===== src/rtl/ddr_clk_pkg.sv =====
// Shared definitions for the DDR output-clock generator: divisor width default,
// controller state encoding and the half-cycle bit order of the DDR sample pair.
package ddr_clk_pkg;

    localparam int DDR_LGDIV_DEFAULT = 8;

    // First half of the i_clk cycle is driven from bit 1, second half from bit 0.
    localparam int DDR_FIRST  = 1;
    localparam int DDR_SECOND = 0;

    typedef enum logic [1:0] {
        ST_PARKED   = 2'd0,
        ST_RUN      = 2'd1,
        ST_STOPPING = 2'd2
    } ddr_state_e;

endpackage


===== src/rtl/ddr_clkgen.sv =====
// Programmable DDR output-clock generator: emits two half-cycle samples per i_clk
// cycle, with glitch-free divisor changes and start/stop, plus edge strobes.
module ddr_clkgen
    import ddr_clk_pkg::*;
#(
    parameter int LGDIV       = DDR_LGDIV_DEFAULT,
    parameter int DEFAULT_DIV = 4
) (
    input  logic             i_clk,
    input  logic             i_reset,
    input  logic             i_en,
    input  logic             i_div_stb,
    input  logic [LGDIV-1:0] i_div,
    output logic [1:0]       o_ddr,
    output logic             o_ckstb,
    output logic             o_cknstb,
    output logic             o_busy,
    output logic             o_active
);

    localparam logic [LGDIV-1:0] DEF_D = LGDIV'(DEFAULT_DIV);

    ddr_state_e       r_state;
    logic             r_level;
    logic [LGDIV-1:0] r_count;
    logic [LGDIV-1:0] r_div;
    logic [LGDIV-1:0] r_pend;
    logic             r_pvld;
    logic [1:0]       r_ddr;
    logic             r_ckstb;
    logic             r_cknstb;
    logic             r_busy;
    logic             r_active;

    ddr_state_e       w_state_nx;
    logic             w_level_nx;
    logic [LGDIV-1:0] w_count_nx;
    logic [LGDIV-1:0] w_div_nx;
    logic [LGDIV-1:0] w_pend_nx;
    logic             w_pvld_nx;
    logic [1:0]       w_ddr_nx;
    logic             w_ckstb_nx;
    logic             w_cknstb_nx;
    logic             w_busy_nx;
    logic             w_active_nx;
    logic             w_apply;

    logic             w_s1, w_l1, w_p1, w_f1, w_a1;
    logic             w_s2, w_l2, w_p2, w_f2, w_a2;
    logic [LGDIV-1:0] w_c1, w_d1, w_c2, w_d2;

    // One half-cycle of the output: emit the level, count down, and at zero toggle
    // and reload. A pending divisor is only taken on a low-to-high reload.
    function automatic void half_step(
        input  logic             lvl_i,
        input  logic [LGDIV-1:0] cnt_i,
        input  logic [LGDIV-1:0] div_i,
        input  logic             pvld_i,
        input  logic [LGDIV-1:0] pend_i,
        output logic             smp_o,
        output logic             lvl_o,
        output logic [LGDIV-1:0] cnt_o,
        output logic [LGDIV-1:0] div_o,
        output logic             pvld_o,
        output logic             fell_o,
        output logic             appl_o
    );
        logic [LGDIV-1:0] dec;
        dec    = cnt_i - LGDIV'(1);
        smp_o  = lvl_i;
        lvl_o  = lvl_i;
        cnt_o  = dec;
        div_o  = div_i;
        pvld_o = pvld_i;
        fell_o = 1'b0;
        appl_o = 1'b0;
        if (dec == '0) begin
            lvl_o  = ~lvl_i;
            fell_o = lvl_i;
            if (!lvl_i && pvld_i) begin
                div_o  = pend_i;
                pvld_o = 1'b0;
                appl_o = 1'b1;
            end
            cnt_o = div_o;
        end
    endfunction

    always_comb begin
        half_step(r_level, r_count, r_div, r_pvld, r_pend,
                  w_s1, w_l1, w_c1, w_d1, w_p1, w_f1, w_a1);
        half_step(w_l1, w_c1, w_d1, w_p1, r_pend,
                  w_s2, w_l2, w_c2, w_d2, w_p2, w_f2, w_a2);
    end

    always_comb begin
        w_state_nx  = r_state;
        w_level_nx  = r_level;
        w_count_nx  = r_count;
        w_div_nx    = r_div;
        w_pend_nx   = r_pend;
        w_pvld_nx   = r_pvld;
        w_ddr_nx    = 2'b00;
        w_apply     = 1'b0;
        w_active_nx = 1'b0;

        case (r_state)
            ST_PARKED: begin
                if (r_pvld) begin
                    w_div_nx  = r_pend;
                    w_pvld_nx = 1'b0;
                    w_apply   = 1'b1;
                end
                if (i_en) begin
                    w_state_nx = ST_RUN;
                    w_level_nx = 1'b1;
                    w_count_nx = w_div_nx;
                end
            end
            default: begin
                w_active_nx = 1'b1;
                // A stop request ends at the first high-to-low toggle; if that happens
                // in the first half, the second half is forced low and not evaluated.
                if (!i_en && w_f1) begin
                    w_ddr_nx[DDR_FIRST]  = w_s1;
                    w_ddr_nx[DDR_SECOND] = 1'b0;
                    w_state_nx = ST_PARKED;
                    w_level_nx = 1'b0;
                    w_count_nx = w_d1;
                    w_div_nx   = w_d1;
                    w_pvld_nx  = w_p1;
                    w_apply    = w_a1;
                end else begin
                    w_ddr_nx[DDR_FIRST]  = w_s1;
                    w_ddr_nx[DDR_SECOND] = w_s2;
                    w_level_nx = w_l2;
                    w_count_nx = w_c2;
                    w_div_nx   = w_d2;
                    w_pvld_nx  = w_p2;
                    w_apply    = w_a1 | w_a2;
                    if (!i_en && w_f2) begin
                        w_state_nx = ST_PARKED;
                        w_level_nx = 1'b0;
                    end else if (i_en) begin
                        w_state_nx = ST_RUN;
                    end else begin
                        w_state_nx = ST_STOPPING;
                    end
                end
            end
        endcase

        // A strobe landing on an application cycle stays pending for the next boundary.
        if (i_div_stb) begin
            w_pend_nx = (i_div == '0) ? LGDIV'(1) : i_div;
            w_pvld_nx = 1'b1;
        end

        w_busy_nx   = w_pvld_nx | w_apply;
        w_ckstb_nx  = (~r_ddr[DDR_SECOND] &  w_ddr_nx[DDR_FIRST])
                    | (~w_ddr_nx[DDR_FIRST] & w_ddr_nx[DDR_SECOND]);
        w_cknstb_nx = ( r_ddr[DDR_SECOND] & ~w_ddr_nx[DDR_FIRST])
                    | ( w_ddr_nx[DDR_FIRST] & ~w_ddr_nx[DDR_SECOND]);
    end

    always_ff @(posedge i_clk or posedge i_reset) begin
        if (i_reset) begin
            r_state  <= ST_PARKED;
            r_level  <= 1'b0;
            r_count  <= DEF_D;
            r_div    <= DEF_D;
            r_pend   <= DEF_D;
            r_pvld   <= 1'b0;
            r_ddr    <= 2'b00;
            r_ckstb  <= 1'b0;
            r_cknstb <= 1'b0;
            r_busy   <= 1'b0;
            r_active <= 1'b0;
        end else begin
            r_state  <= w_state_nx;
            r_level  <= w_level_nx;
            r_count  <= w_count_nx;
            r_div    <= w_div_nx;
            r_pend   <= w_pend_nx;
            r_pvld   <= w_pvld_nx;
            r_ddr    <= w_ddr_nx;
            r_ckstb  <= w_ckstb_nx;
            r_cknstb <= w_cknstb_nx;
            r_busy   <= w_busy_nx;
            r_active <= w_active_nx;
        end
    end

    assign o_ddr    = r_ddr;
    assign o_ckstb  = r_ckstb;
    assign o_cknstb = r_cknstb;
    assign o_busy   = r_busy;
    assign o_active = r_active;

endmodule


===== config.mk =====
export PLATFORM = sky130hd
export DESIGN_NAME = ddr_clkgen
export DESIGN_NICKNAME = d
export VERILOG_FILES = /design/src/rtl/ddr_clk_pkg.sv /design/src/rtl/ddr_clkgen.sv
export SDC_FILE = /design/constraint.sdc
export NUM_CORES = 1
export LEC_CHECK = 0
export CORE_MARGIN = 3
export CORE_UTILIZATION = 63
export CTS_BUF_LIST = sky130_fd_sc_hd__clkbuf_8
export DETAILED_ROUTE_END_ITERATION = 10
export HOLD_SLACK_MARGIN = 0.06
export MAX_ROUTING_LAYER = met4
export PLACE_DENSITY = 0.91
export SYNTH_ARGS = -nofsm -noshare
export SYNTH_HDL_FRONTEND = slang
export SYNTH_SLANG_ARGS = --single-unit

===== constraint.sdc =====
create_clock -name i_clk -period 8.2 [get_ports i_clk]
set_input_delay 1.64 -clock i_clk [delete_from_list [all_inputs] [get_ports i_clk]]
set_output_delay 1.64 -clock i_clk [all_outputs]
set_load 0.005 [all_outputs]

# After elaboration in Yosys (flattened, before gate mapping)
# Cells that the tools add are included.
# totals
inputBits	12
output_inout_bits	6
word_cells	81
ff_bits	34
# classes
eq_ne	1
muxes	43
n_bitwise	13
addsub	2
n_reduce_logical	11
# op_table
cell	count
$mux W8	13
$logic_not A8 Y1	3
$mux W1	24
$sub A8 B1 Y8 const B	2
$mux W2	6
$not A1 Y1	5
$and A1 B1 Y1	4
$logic_and A1 B1 Y1	4
$or A1 B1 Y1	4
$logic_not A1 Y1	3
$logic_not A2 Y1	1
$ne A2 B2 Y1 const B	1

# Longest topological paths before layout
# depth
word_depth	11
depth_mapped	22
depth_no_buf	19

# Least setup slack after synthesis
# OpenSTA, ideal clock, no wires.
# synth_timing
path_kind	register to register
from	reg r_count[0]
to	reg r_div[0]
period_less_slack_ns	4.439
t_required_ns	8.072
setup_time_ns	0.128
path_buffers	3
stages_incl_launch_ff	19
setup_slack_ns	3.761
t_arrival_ns	4.311
path_cell_list	dfrtp_1 > buf_2 > inv_1 > ha_1 > clkbuf_1 > o21bai_1 > a2111oi_0 > a21o_1 > nand2_2 > clkbuf_1 > o21ai_0 > ha_1 > or4b_1 > a221o_1 > nand4_2 > inv_2 > a32o_1 > a21oi_4 > mux2_1
# synth_between
elab_chain_cells	9
word_cells_on_any_way	16
cone_classes	2 x add/sub; 9 x mux; 5 x reduce/logical
# synth_rtl
element	line_no	text
start, declared	ddr_clkgen.sv:25	logic [LGDIV-1:0] r_count;
start signal, assigned	ddr_clkgen.sv:182	r_count <= w_count_nx;
$sub A8 B1 Y8 (*)	ddr_clkgen.sv:69	dec = cnt_i - LGDIV'(1);
branches (longest 6 deep; another with $sub A8 B1 Y8)	-	
$mux W8 (*)	ddr_clkgen.sv:124	if (!i_en && w_f1) begin
$mux W8 (*)	ddr_clkgen.sv:107	case (r_state)
net w_div_nx[0]	ddr_clkgen.sv:38	logic [LGDIV-1:0] w_div_nx;
end signal, assigned	ddr_clkgen.sv:183	r_div <= w_div_nx;
end, declared	ddr_clkgen.sv:26	logic [LGDIV-1:0] r_div;
# Mark *: on every way through the listed nets, which the timed path passes.
# A chain may end at the register's enable or synchronous reset.

# Worst setup path in the final report
# layout_timing
from	reg r_count[0]
to	reg r_div[4]
# Same word-level chain as after synthesis.

==> run summary <==
Post-CTS Setup Inserts = 0
Port-buffer cells = 17
CTS H-tree depth = 2
First-pass GRT wire length = 12000 um
Placement row count = 22
Initial antenna violation count = 0
Vias in the first global route = 2413
Highest metal layer with signal wires = met4
Top cells by area, synth = dfrtp_1 30%, mux2i_1 8.8%, nor2_1 5.0%, mux2_2 4.3%, a21oi_1 3.4%
Final core utilization = 0.755
Cts repair resizes = 0
Largest delay contributor family on the critical path = compound AO/OA/AOI/OAI gates
Vias per Instance = 6.88
Status = finished clean
Layout fillers = 286
Worst setup EP type = register
Layout Cells excl Fill = 351
#FFs+latches synth = 34
Peak supply drop = 183 uV
Combinational group share of total power = 0.549
Die Y = 70.4 um
Sw frac = 0.469
Async S/R FF share, synth = 1.00
Critical Path, Cell by Cell = inv_1 > ha_1 > o21bai_1 > a2111oi_0 > a21o_1 > nand2_2 > o21ai_0 > ha_1 > or4b_1 > nor3_1 > a221o_1 > nand4_2 > nor3_1 > a21oi_1 > o221a_2
RSZ-0062 raised after global routing = no
Max Clk Rate = 203 MHz
Worst-skew pair later-pin latency = 300 ps
Power Total = 1.01 mW
Synth cell types = 63
CTS max path bufs = 2
Power Density = 351 mW/mm2
Cell Area, Synth = 0.00261 mm2
Via count = 2414
Area Growth Syn to Fin = 10.6%
Buf+Inv Stages, Crit Path = 1
Gr usage total = 0.314
PnR worst setup slack = 3270 ps
Antenna Cells = 0
Mapped Cells = 292
Leakage = 1.20 nW
Clk root buf = clkbuf_8
Slew margin rel. = 0.454
Initial Utilization = 0.682
Drt wl/cell = 20.7 um
Starting DRT DRC Count = 324
Most frequent cells in the layout = 35 x nor2_1, 31 x dfrtp_1, 23 x mux2i_1, 18 x nand2_1, 18 x a21oi_1
Hold buffer count at cts = 0
Worst Path Max Fanout = 18
Metal-1 WL = 3000 um
Yosys Warn Count = 0
DR WL met2 = 3320 um
Critical path data required time = 8380 ps
Hold Crit Class = reg2reg
Final WL = 7270 um
Final GP Congestion = 0.931
Crit path time final = 4930 ps
Fraction of layout cells with a size suffix above 1 = 0.129
Share of the synthesized area in the top cell type = 0.297
Pre-CTS setup slack = 3410 ps
Syn_area_per_cell = 8.94 um2
# DRC = 0
First-pass iteration count of the detailed router = 5
CTS tree = built
Crit start category = register
Post-DP HPWL = 5190 um
Max-cap viol count = 0
P_int = 539 uW
Clock tree sinks = 34
Register clock-pin slew on the reported worst setup and hold paths = 90 ps
Num CTS Buffers = 5
WS Path Type = reg2reg
Most common cell after layout, fill and taps aside = nor2_1
Die footprint = 0.00495 mm2
Syn nets = 310
Total grt overflow = 0
Design area = 0.00289 mm2
Fin. Hold Viols = 0
Ys flop type = dfrtp_1
Sequential area share after synthesis = 0.327
CP peak stage delay = 580 ps
WHS = 572 ps
Tcrit/Tclk final = 0.602
Post-synth EDFFs = 0
P_sw = 476 uW
Placed Instances = 343
Met3 routed WL = 676 um
Register share of total power = 0.316
Area post-placement = 0.00279 mm2
Clk_skew = 14.9 ps
Number of placed I/O pins = 18
Core ar. = 0.00383 mm2
Worst-Margin Slew = 817 ps
Final setup fails = 0
Synth area leader = dfrtp_1
Slowest CP cell = a2111oi_0
Setup TNS = 0 ps
Slew Limit Fails = 0
Post-route ant nets = 0
Die width = 70.4 um
Clock share of power = 0.134
WP data arrival = 5110 ps
Pin count of the biggest net entering global routing = 35
Nets = 320
## synth_stat cells, types with 4 or more instances
| cell | n |
|---|---|
| o21ai_0 | 8 |
| nand2b_1 | 4 |
| nor2_1 | 35 |
| o21bai_1 | 4 |
| nor2b_1 | 5 |
| mux2i_1 | 23 |
| dfrtp_1 | 31 |
| or3_1 | 4 |
| mux2_2 | 10 |
| a221o_1 | 5 |
| o211ai_1 | 8 |
| xor2_1 | 5 |
| nor3_1 | 9 |
| a21oi_1 | 18 |
| nand2_1 | 18 |
| clkbuf_1 | 11 |
| ha_1 | 6 |
| a211oi_1 | 6 |
| inv_1 | 7 |
| xnor2_1 | 4 |
## per-layer routing
layer  global-route usage  up-vias
li1                     -     1110
met1                0.404     1131
met2                0.462      144
met3               0.0734       29
met4                0.157        0
met5                    -        -
## power by group through the flow
stage / sequential [mW] / combinational [mW] / clock, mW
after global placement: 0.313 / 0.530 / 0
after detailed placement: 0.317 / 0.540 / 0
after global routing: 0.329 / 0.606 / 0.144
after floorplan: 0.265 / 0.436 / 0
after CTS: 0.315 / 0.545 / 0.136
final: 0.321 / 0.557 / 0.136
## flip-flops by register name (all words and copies together) (netlist names)
| register | count |
|---|---|
| o_active | 1 |
| o_busy | 1 |
| o_cknstb | 1 |
| o_ckstb | 1 |
| o_ddr | 2 |
| r_count | 8 |
| r_div | 8 |
| r_level | 1 |
| r_pend | 8 |
| r_pvld | 1 |
| r_state | 2 |
## cell families (layout without fill, tap and decap cells)
| family | count (synthesis) | after routing | share of synthesized area |
|---|---|---|---|
| adders and majority gates | 6 | 6 | 0.0287 |
| buffers and inverters | 26 | 37 | 0.0388 |
| DFF | 34 | 34 | 0.327 |
| AOI/OAI and AO/OA | 84 | 84 | 0.240 |
| xor gates and xnor gates | 9 | 9 | 0.0302 |
| muxes | 36 | 36 | 0.144 |
| and+or+nand+nor | 97 | 97 | 0.191 |
## worst paths after layout
check | from | to | slack (ps) | cells after the start
setup / recovery | r_count[0] | r_div[4] | 3270 | 15
hold / removal | o_ddr[0] | o_cknstb | 570 | 1
setup reg to reg | r_count[0] | r_div[4] | 3270 | 15
hold reg to reg | o_ddr[0] | o_cknstb | 570 | 1
max in group asynchronous | i_reset | r_pend[2] | 6100 | 3
min in group asynchronous | i_reset | r_count[5] | 1750 | 3
## final cells by class
class | instances | area (um2) | share of cell area
sequential | 34 | 855 | 0.296
timing repair buffer | 19 | 185 | 0.0641
inverter | 10 | 37.5 | 0.0130
multi-input combinational | 232 | 1660 | 0.573
tap | 48 | 60.1 | 0.0208
clock buffer | 6 | 82.6 | 0.0286
clock inverter | 2 | 12.5 | 0.00433
No activity file was read; power rests on OpenSTA's default activity.
==> RTL change 1 (same settings) <==
Change the package constant `DDR_LGDIV_DEFAULT` from 8 to 12.
--- a/src/rtl/ddr_clk_pkg.sv
+++ b/src/rtl/ddr_clk_pkg.sv
@@ -2,7 +2,7 @@
 // controller state encoding and the half-cycle bit order of the DDR sample pair.
 package ddr_clk_pkg;
 
-    localparam int DDR_LGDIV_DEFAULT = 8;
+    localparam int DDR_LGDIV_DEFAULT = 12;
 
     // First half of the i_clk cycle is driven from bit 1, second half from bit 0.
     localparam int DDR_FIRST  = 1;
Interface: changed (resized i_div); port bits go from 18 to 22. The function was not compared with the original's and may differ.
==> RTL change 1 against the unedited design <==
Hold slack worse by 24 ps. Cell area grew 50%. Count of clock-buffer cells in the layout down 1. Sequential cell count rose by 12. Clock power up 3%. First-iteration DRC count is 48% higher. Setup slack lost 1100 ps. Utilization down 4.6 points. Power fell by 1.5%. Routed wire length increased by 76%. Area after synthesis increased by 56%. Critical path type unchanged.
==> RTL change 1: results (changes against the unedited design) <==
crit_path_max_incr_delay_ps: 630  # +50 ps
vias: 4108  # +70%
seq_area_frac_synth_pct: 28.37  # -4.4 points
grt_util_met3_pct: 6.179  # -1.2 points
relSlewSlack_pct: 31.92  # -13 points
synth_xor_area_share_pct: 3.658  # +0.64 points
synthAdderAreaFrac_pct: 1.844  # -1.0 points
dpl.cell_count: 570  # +66%
routedWlPerCell_um: 22.09  # +6.6%
synth_compound_area_share_pct: 22.41  # -1.5 points
gp_congestion: 1.002  # +7.6%
cp_slowest_cell: "or4b_1"
synth_mux_area_share_pct: 9.591  # -4.8 points
ir_worst_vdd_v: 0.0002250  # +23%
io_buffers: 21  # +4
drt_iter0_drc: 481  # +48%
dp_hpwl_mm: 9.357  # +80%
grt_pass1_vias: 3990  # +65%
syn_nets: 527  # +70%
final_cells: 578  # +65%
grt_pass1_wl_mm: 20.89  # +74%
status: "finished, final reports clean"
use_met2_pct: 58.21  # +12 points
use_met1_pct: 48.62  # +8.2 points
ys_top_cells_by_count: "nor2_1 (59), nand2_1 (46), dfrtp_1 (43)"
nets: 524  # +64%
power.leakage_uw: 0.001737  # +45%
RTL change 1: cell count changes after synthesis, sizes merged, moves of 10 or more:
cell and delta:
clkbuf +10, inv +10, buf +12, dfrtp +12, a21oi +16, nand2 +27, nor2 +24, nor4 +21
o21ai +31
RTL change 1: layout make-up:
| cell class | instances | area, µm² |
|---|---|---|
| multi-input combinational | 401 | 2650 |
| clock inverter | 3 | 13.76 |
| inverter | 20 | 75.07 |
| clock buffer | 5 | 68.82 |
| sequential | 46 | 1155 |
| tap | 75 | 93.84 |
| timing repair buffer | 28 | 262.8 |
| fill | 486 | 1777 |
RTL change 1: per-layer routing:
| metal | up-vias | part of all wire [%] |
|---|---|---|
| met5 | - | 0 |
| met4 | 0 | 2.3 |
| met3 | 29 | 9.4 |
| met2 | 248 | 47 |
| met1 | 1981 | 41 |
| li1 | 1850 | - |
RTL change 1: kinds of logic after synthesis:
kind of cell             count (synthesis)
AND/OR/NAND/NOR                        205
AO/OA/AOI/OAI                          138
buffers and inverters                   58
flip-flops                              46
multiplexers                            35
XOR/XNOR                                17
adder cells (fa/ha/maj)                  6
RTL change 1: path summary, 6_finish.rpt:
kind	start	to	slack, ps	cells past startpoint
max in group asynchronous	i_reset	r_count[0]$_DFFE_PP0P_	5680	2
max reg2reg	r_count[0]$_DFFE_PP0P_	r_level$_DFFE_PP0P_	2140	18
max	r_count[0]$_DFFE_PP0P_	r_level$_DFFE_PP0P_	2140	18
min	r_pend[10]$_DFFE_PP0P_	r_div[10]$_DFF_PP0_	550	1
min reg2reg	r_pend[10]$_DFFE_PP0P_	r_div[10]$_DFF_PP0_	550	1
min in group asynchronous	i_reset	r_div[11]$_DFF_PP0_	1880	2
RTL change 1: per-stage QoR:
| stage | worst slack [ps] | util [%] | total power, µW | area (µm²) | hold WS [ps] |
|---|---|---|---|---|---|
| final | 2143 | 70.85 | 998.8 | 4319 | 548.4 |
| after global routing | 1871 | 70.85 | 1056 | 4319 | 571.5 |
| after CTS | 2295 | 70.85 | 981.2 | 4319 | 549.6 |
| after detailed placement | 2323 | 69.50 | 842.8 | 4237 | 529.2 |
| after global placement | 2660 | 69.50 | 830.0 | 4237 | 515.7 |
| after floorplan | 3126 | - | 721.5 | 4070 | 503.8 |
RTL change 1: worst max-delay path, delay by kind of cell, from the launching register on:
family                     cells  cell delay, ps
AOI/OAI and AO/OA              4            1390
xor gates and xnor gates       2             650
adders and majority gates      3             870
buffers and inverters          2             180
DFF                            1             500
and+or+nand+nor                7            2350
RTL change 1: power breakdown:
part,internal (µW),switching (µW)
Sequential,273,92.1
Clock,58.2,81.8
Combinational,197,297
Total,528,471
==> RTL change 2 (same flow settings) <==
Without the edit above. Register the output `o_ddr` once more, with the module's reset; this adds one clock of latency there. The other outputs are not delayed to match.
--- a/src/rtl/ddr_clkgen.sv
+++ b/src/rtl/ddr_clkgen.sv
@@ -191,7 +191,13 @@
         end
     end
 
-    assign o_ddr    = r_ddr;
+    always_ff @(posedge i_clk or posedge i_reset) begin
+        if (i_reset) begin
+            o_ddr <= '0;
+        end else begin
+            o_ddr <= r_ddr;
+        end
+    end
     assign o_ckstb  = r_ckstb;
     assign o_cknstb = r_cknstb;
     assign o_busy   = r_busy;
Function: changed (Yosys sat finds a counterexample within 4 cycles, from zero or initial values and one cycle with i_reset high).
==> RTL change 2 against the unedited design <==
Area after synthesis increased by 1.3%. Routed wire length decreased by 2.7%. Critical path depth grew 2. Die area is 1.2% higher. Count of clock-buffer cells in the layout unchanged. Setup slack improved by 290 ps. Cell area is 1.9% higher. Power is 11% lower. Sequential cell count is 2 higher. Largest cell class unchanged. Highest routed layer unchanged.
==> RTL change 2: results (changes against the unedited design) <==
synth.distinct_cells: 69  # +9.5%
status: "finished, final reports clean"
dp_hpwl_mm: 5.261  # +1.4%
crit_path_max_incr_delay_ps: 510  # -70 ps
synthAdderAreaFrac_pct: 2.837  # -0.038 points
use_met1_pct: 40.09  # -0.34 points
grt_pass1_wl_mm: 11.85  # -1.3%
nets: 326  # +1.9%
drt_wl_total_mm: 7.073  # -2.7%
seq_area_frac_synth_pct: 34.18  # +1.5 points
wl_met1_mm: 2.820  # -6.0%
vias: 2502  # +3.6%
relSlewSlack_pct: 38.55  # -6.8 points
grt_pass1_vias: 2394  # -0.79%
grt_util_met3_pct: 7.244  # -0.094 points
rrSetupSlack_ps: 3560  # +290 ps
path_clk_slew_ps: 70  # -20 ps
hold_depth: 0  # -1
fill_cells: 259  # -9.4%
nonClkBufAreaFrac_pct: 6.295  # -0.12 points
synth_compound_area_share_pct: 21.42  # -2.5 points
multi_input_area_share_pct: 56.57  # -0.75 points
wl_met3_um: 807  # +19%
sequentialPowerShare_pct: 32.8  # +1.2 points
drt_iter0_drc: 265  # -18%
pwr-share-comb_pct: 53.0  # -1.9 points
intPower_uw: 488.9  # -9.2%
pre_cts_slack_ps: 3717  # +305.9 ps
multi_input_area_um2: 1664  # +0.53%
power.leakage_uw: 0.001249  # +4.0%
reg2regPathDepth: 17  # +2
seq_share_pct: 30.75  # +1.2 points
whs_endpoint: "o_ddr[1]$_DFF_PP0_"
synth_xor_area_share_pct: 3.641  # +0.62 points
synth_seq_cells: 36  # +5.9%
worstPathMaxFanout: 16  # -2
dpl_cell_area_um2: 2851  # +2.1%
synth_area_leaders: "dfrtp_1 (31%), mux2i_1 (8.3%), mux2_2 (6.0%), nor2_1 (5.0%), nand2_1 (3.5%)"
nMultiInputCombCells: 236  # +1.7%
hold_ws_ps: 354.8  # -217.7 ps
clk_share_pct: 3.063  # -0.23 points
dr_wl_met2_mm: 3.231  # -2.8%
routedWlPerCell_um: 19.81  # -4.4%
clock_skew_ps: 7.203  # -7.702 ps
power_switching_uw: 415.5  # -13%
crit_arrival_ps: 4810  # -300 ps
n_antenna_cell: 0  # unchanged
cp_slowest_cell: "dfrtp_1"
synth_mux_area_share_pct: 14.28  # -0.14 points
rr_endpoint: "r_level$_DFFE_PP0P_"
grt_max_degree: 37  # +5.7%
use_met2_pct: 47.27  # +1.1 points
track_usage_pct: 30.65  # -0.77 points
RTL change 2: changes by cell type after synthesis, sizes merged, moves of 4 or more:
cell    delta
a31oi      +6
a221o      -4
nand3      +8
nand2      +7
o211ai     -7
clkbuf     -5
RTL change 2: worst max-delay path by stage:
| stage | end | depth (start not counted) | slack (ps) | from |
|---|---|---|---|---|
| 2_1_floorplan | r_div[0]$_DFF_PP0_ | 16 | 4310 | r_count[0]$_DFFE_PP0P_ |
| 3_3_place_gp | r_div[1]$_DFF_PP0_ | 14 | 3850 | r_count[0]$_DFFE_PP0P_ |
| 3_5_place_dp | r_div[1]$_DFF_PP0_ | 14 | 3720 | r_count[0]$_DFFE_PP0P_ |
| 4_1_cts | r_div[1]$_DFF_PP0_ | 14 | 3670 | r_count[0]$_DFFE_PP0P_ |
| 5_1_grt | r_level$_DFFE_PP0P_ | 17 | 3160 | r_count[0]$_DFFE_PP0P_ |
| 6_report | r_level$_DFFE_PP0P_ | 17 | 3560 | r_count[0]$_DFFE_PP0P_ |
